$ cat config.mk
export PLATFORM = sky130hd
export DESIGN_NAME = serial_digit_adder_flat
export DESIGN_NICKNAME = d
export VERILOG_FILES = /design/src/rtl/serial_digit_adder_if.sv /design/src/rtl/serial_digit_adder.sv /design/src/flat_wrapper.sv
export SDC_FILE = /design/constraint.sdc
export NUM_CORES = 1
export LEC_CHECK = 0
export CAP_MARGIN = 15
export CORE_ASPECT_RATIO = 1.5
export CORE_MARGIN = 10
export CORE_UTILIZATION = 30
export CTS_CLUSTER_SIZE = 12
export DETAILED_ROUTE_END_ITERATION = 8
export GPL_TIMING_DRIVEN = 0
export PLACE_DENSITY = 0.51
export SETUP_SLACK_MARGIN = 0.5
export SYNTH_ARGS = -nofsm -noshare
export SYNTH_HDL_FRONTEND = slang
export SYNTH_HIERARCHICAL = 1
export SYNTH_SLANG_ARGS = --single-unit
$ cat constraint.sdc
create_clock -name clk -period 5.4 [get_ports clk]
set_input_delay 0.81 -clock clk [delete_from_list [all_inputs] [get_ports clk]]
set_output_delay 0.81 -clock clk [all_outputs]
set_load 0.01 [all_outputs]
$ cat src/rtl/serial_digit_adder_if.sv
// Request/result bundle for serial_digit_adder: operands and mode in, status and result out.
interface serial_digit_adder_if #(
    parameter int WIDTH = 16
);
    logic             start;
    logic             sub;
    logic             cin;
    logic [WIDTH-1:0] a;
    logic [WIDTH-1:0] b;
    logic             busy;
    logic             done;
    logic [WIDTH-1:0] sum;
    logic             cout;
    logic             ovf;

    modport master (
        output start, sub, cin, a, b,
        input  busy, done, sum, cout, ovf
    );

    modport slave (
        input  start, sub, cin, a, b,
        output busy, done, sum, cout, ovf
    );
endinterface

$ cat src/rtl/serial_digit_adder.sv
// Digit-serial add/subtract: DIGIT bits per clock, LSB digit first, carry held between digits.
// Subtract is a + ~b + 1 with the borrow-in folded into the initial carry.
module sda_fa_cell (
    input  logic a_i,
    input  logic b_i,
    input  logic c_i,
    output logic s_o,
    output logic c_o
);
    assign s_o = a_i ^ b_i ^ c_i;
    assign c_o = (a_i & b_i) | (c_i & (a_i ^ b_i));
endmodule

module serial_digit_adder #(
    parameter int WIDTH = 16,
    parameter int DIGIT = 4
) (
    input  logic               clk,
    input  logic               rst_n,
    serial_digit_adder_if.slave bus
);
    localparam int N  = WIDTH / DIGIT;
    localparam int CW = (N > 1) ? $clog2(N) : 1;

    typedef enum logic {IDLE, RUN} state_e;

    state_e           state_q, state_d;
    logic [WIDTH-1:0] a_q, a_d, b_q, b_d, sum_q, sum_d;
    logic             carry_q, carry_d;
    logic             cout_q, cout_d, ovf_q, ovf_d, done_q, done_d;
    logic [CW-1:0]    cnt_q, cnt_d;

    logic [31:0]      base;
    logic [DIGIT-1:0] a_dig, b_dig, s_dig;
    logic [DIGIT:0]   c_chain;
    logic             last;

    assign base  = 32'(cnt_q) * DIGIT;
    assign a_dig = a_q[base +: DIGIT];
    assign b_dig = b_q[base +: DIGIT];
    assign last  = (cnt_q == CW'(N - 1));

    assign c_chain[0] = carry_q;

    sda_fa_cell u_fa [DIGIT-1:0] (
        .a_i (a_dig),
        .b_i (b_dig),
        .c_i (c_chain[DIGIT-1:0]),
        .s_o (s_dig),
        .c_o (c_chain[DIGIT:1])
    );

    always_comb begin
        state_d = state_q;
        a_d     = a_q;
        b_d     = b_q;
        sum_d   = sum_q;
        carry_d = carry_q;
        cout_d  = cout_q;
        ovf_d   = ovf_q;
        cnt_d   = cnt_q;
        done_d  = 1'b0;
        case (state_q)
            IDLE: begin
                if (bus.start) begin
                    a_d     = bus.a;
                    b_d     = bus.b ^ {WIDTH{bus.sub}};
                    carry_d = bus.cin ^ bus.sub;
                    cnt_d   = '0;
                    sum_d   = '0;
                    state_d = RUN;
                end
            end
            RUN: begin
                sum_d[base +: DIGIT] = s_dig;
                carry_d = c_chain[DIGIT];
                cnt_d   = cnt_q + 1'b1;
                if (last) begin
                    // Overflow compares the carries into and out of the MSB cell.
                    state_d = IDLE;
                    done_d  = 1'b1;
                    cout_d  = c_chain[DIGIT];
                    ovf_d   = c_chain[DIGIT-1] ^ c_chain[DIGIT];
                    cnt_d   = '0;
                end
            end
            default: state_d = IDLE;
        endcase
    end

    always_ff @(posedge clk or negedge rst_n) begin
        if (!rst_n) begin
            state_q <= IDLE;
            a_q     <= '0;
            b_q     <= '0;
            sum_q   <= '0;
            carry_q <= 1'b0;
            cout_q  <= 1'b0;
            ovf_q   <= 1'b0;
            done_q  <= 1'b0;
            cnt_q   <= '0;
        end else begin
            state_q <= state_d;
            a_q     <= a_d;
            b_q     <= b_d;
            sum_q   <= sum_d;
            carry_q <= carry_d;
            cout_q  <= cout_d;
            ovf_q   <= ovf_d;
            done_q  <= done_d;
            cnt_q   <= cnt_d;
        end
    end

    assign bus.busy = (state_q == RUN);
    assign bus.done = done_q;
    assign bus.sum  = sum_q;
    assign bus.cout = cout_q;
    assign bus.ovf  = ovf_q;
endmodule
$ cat src/flat_wrapper.sv
// flat-port wrapper written by rule: the top's interface ports become plain ports
module serial_digit_adder_flat 
#(
    parameter int WIDTH = 16,
    parameter int DIGIT = 4
)
  (clk, rst_n, bus_start, bus_sub, bus_cin, bus_a, bus_b, bus_busy, bus_done, bus_sum, bus_cout, bus_ovf);
  serial_digit_adder_if #(.WIDTH(WIDTH)) bus_i ();
  input  logic clk;
  input  logic rst_n;
  input wire logic [$bits(bus_i.start)-1:0] bus_start;
  input wire logic [$bits(bus_i.sub)-1:0] bus_sub;
  input wire logic [$bits(bus_i.cin)-1:0] bus_cin;
  input wire logic [$bits(bus_i.a)-1:0] bus_a;
  input wire logic [$bits(bus_i.b)-1:0] bus_b;
  output wire logic [$bits(bus_i.busy)-1:0] bus_busy;
  output wire logic [$bits(bus_i.done)-1:0] bus_done;
  output wire logic [$bits(bus_i.sum)-1:0] bus_sum;
  output wire logic [$bits(bus_i.cout)-1:0] bus_cout;
  output wire logic [$bits(bus_i.ovf)-1:0] bus_ovf;
  assign bus_i.start = bus_start;
  assign bus_i.sub = bus_sub;
  assign bus_i.cin = bus_cin;
  assign bus_i.a = bus_a;
  assign bus_i.b = bus_b;
  assign bus_busy = bus_i.busy;
  assign bus_done = bus_i.done;
  assign bus_sum = bus_i.sum;
  assign bus_cout = bus_i.cout;
  assign bus_ovf = bus_i.ovf;
  serial_digit_adder #(.WIDTH(WIDTH), .DIGIT(DIGIT)) u_core (.clk(clk), .rst_n(rst_n), .bus(bus_i));
endmodule
==> impl_metrics.tcl <==
set metrics [dict create \
    status "completed" \
    worstPathMaxFanout 9 \
    clk_path_buf_depth 2 \
    finalSetupViolations 0 \
    first_global_vias 1919 \
    min_period_over_period 0.6710 \
    fin_util 0.4011 \
    rsz0062_at_grt "no" \
    synthArstFlopShare 1.000 \
    ant_nets 0 \
    hp-class "flop to flop" \
    drt_pass1_iterations 4 \
    worst_pin_slew_ns 0.6759 \
    cts_tree "done" \
    cp.required_ns 5.58 \
    critPathKind "flop to flop" \
    grt_pass1_wl_um 10320 \
    cts.sinks 55 \
    reg2reg_depth 8 \
    report.final.slew_viol_count 0 \
    cp-start-kind "flop" \
    io_buffers 54 \
    die_area_um2 14090 \
    synth_edf_count 0 \
    synth_warnings 6 \
    r2r_slack_ns 1.78 \
    cts_resized 0 \
    final.min_clock_period_ns 3.624 \
    cts-root-buf "clkbuf_16" \
    cts_buffers 5 \
    clock_skew_ns 0.003828 \
    ios 57 \
    slew_headroom 0.5494 \
    muxShareOfSynthArea 0.2504 \
    synth-compound-area-share 0.06207 \
    r2r-end "u_core/bus.sum[15]" \
    grt_usage 0.09106 \
    dp_hpwl_um 4996 \
    syn_to_final_growth_pct 29.35 \
    setup.worst_path.start "u_core/cnt_q[1]" \
    initial_core_util 0.3101 \
    drtIter0Drc 45 \
    syn_inst 189 \
    coreArea_um2 9361 \
    avgSynthCellArea_um2 15.36 \
    die_h_um 140.5 \
    timing.rr.start "u_core/cnt_q[1]" \
    clkLatencyLatePin_ns 0.29 \
    synthSimpleGateAreaFrac 0.05517 \
    syn_nets 235 \
    synthDistinctLibCells 34 \
    syn-cell-area_um2 2903 \
    fmax_mhz 276.0 \
    ys.flop_type "dfrtp_1" \
    antenna_found_initial 0 \
    hold_viol 0 \
    vias 1680 \
    ir_drop_mv 0.2353 \
    cap_violations 0 \
    antenna_cells 0 \
    crit_arrival_ns 3.80 \
    holdBufCountCts 0 \
    p_leak_nw 1.630 \
    wl_per_cell_um 17.23 \
    crit_end "u_core/bus.sum[15]" \
    clk_pin_slew_ns 0.07 \
    drive_gt1_frac 0.2302 \
    synth-xor-area-share 0.05431 \
    place.gp.congestion 0.7048 \
    ys_seq_area_frac 0.4741 \
    tns_ns 0 \
    post_cts_buffers 0 \
    htreeDepth 2 \
    drc 0 \
    synth_top_family_by_area "multiplexers" \
    gr-total-overflow 0 \
    nets 297 \
    totalWireLength_um 6272 \
    grt_start_max_net_pins 30 \
    synth_fa_ha_area_frac 0.04914 \
    crit_path_end_kind "flop" \
    fp-row-count 43 \
    viasPerCell 4.615 \
    ys_seq_elements 55 \
    power_density_nw_per_um2 629.8 \
    die_x_um 100.3 \
]
## critical path: stages (launching register included)
cell and delay, ns:
dfrtp_1 0.39, clkbuf_1 0.45, mux4_2 0.43, fa_1 0.45, fa_1 0.39, fa_1 0.43
fa_1 0.55, and2_1 0.19, a32o_1 0.22
## state kept, by name (all words and copies together) (netlist names)
name             count
u_core/bus.cout      1
u_core/b_q          16
u_core/bus.done      1
u_core/cnt_q         2
u_core/carry_q       1
u_core/bus.ovf       1
u_core/bus.busy      1
u_core/a_q          16
u_core/bus.sum      16
## per-stage QoR
step | hold WS [ns] | cells | setup WS (ns) | power [mW] | area (um2)
floorplan | 0.4729 | 189 | 2.091 | 1.620 | 2903
global placement | 0.4770 | 355 | 1.755 | 2.057 | 3583
detailed placement | 0.4769 | 356 | 1.763 | 2.066 | 3598
CTS | 0.4958 | 364 | 1.741 | 2.414 | 3755
global route | 0.5154 | 364 | 1.592 | 2.559 | 3755
finish | 0.4888 | 364 | 1.776 | 2.365 | 3755
## layout by cell type, fill, tap and decap left out, types with 5 or more instances in the layout
cell,count
dfrtp_1,55
clkdlybuf4s50_1,53
mux2_4,30
xor2_1,16
o2bb2ai_1,8
mux4_1,6
nand2_1,6
clkbuf_16,5
and2_1,5
ha_1,5
## area by class of cell
class,count,area (um2)
Fill cell,932,5607
Sequential cell,55,1376
Multi-Input combinational cell,118,1368
Timing Repair Buffer,55,555.5
Clock buffer,8,156.4
Buffer,13,147.6
Tap cell,112,140.1
Inverter,3,11.26
## cell families after synthesis
| kind of cell | Yosys count |
|---|---|
| DFF | 55 |
| muxes | 45 |
| and+or+nand+nor | 24 |
| AOI/OAI and AO/OA | 22 |
| xor gates and xnor gates | 18 |
| buffers and inverters | 16 |
| adders and majority gates | 9 |
## worst min path at each step
stage                 startpoint           endpoint  slack, ns  cells past startpoint
5_1_grt        u_core/bus.sum[7]  u_core/bus.sum[7]       0.52                      1
3_3_place_gp   u_core/bus.sum[9]  u_core/bus.sum[9]       0.48                      1
2_1_floorplan      u_core/b_q[0]      u_core/b_q[0]       0.47                      1
4_1_cts        u_core/bus.sum[8]  u_core/bus.sum[8]       0.50                      1
3_5_place_dp   u_core/bus.sum[8]  u_core/bus.sum[8]       0.48                      1
6_report       u_core/bus.sum[9]  u_core/bus.sum[9]       0.49                      1
## synth_stat cells, types with 3 or more instances
cell | instances | share of area
inv_1 | 3 | 0.0039
mux2_2 | 3 | 0.012
mux4_1 | 6 | 0.054
xor2_1 | 16 | 0.048
mux2i_1 | 4 | 0.014
a32o_1 | 4 | 0.014
buf_12 | 3 | 0.021
a22o_1 | 4 | 0.012
mux2_4 | 30 | 0.16
ha_1 | 5 | 0.022
buf_6 | 4 | 0.016
nand2_1 | 6 | 0.0078
fa_1 | 4 | 0.028
and2_1 | 5 | 0.011
nand2b_1 | 4 | 0.0086
dfrtp_1 | 55 | 0.47
o2bb2ai_1 | 8 | 0.024
## report_power, final
part	leakage, nW	switching [mW]	internal [mW]
Combinational	0.872	0.595	0.721
Clock	0.0772	0.140	0.198
Sequential	0.680	0.107	0.604
## per-layer routing
metal / vias up / global-route usage / routed length, um
met1: 829 / 0.1006 / 2477
met2: 39 / 0.1640 / 3417
met3: 6 / 0.01920 / 273
met4: 0 / 0.03358 / 104
li1: 806 / - / -
met5: - / 0 / 0
Note: power is estimated with default switching activity, not from simulation.
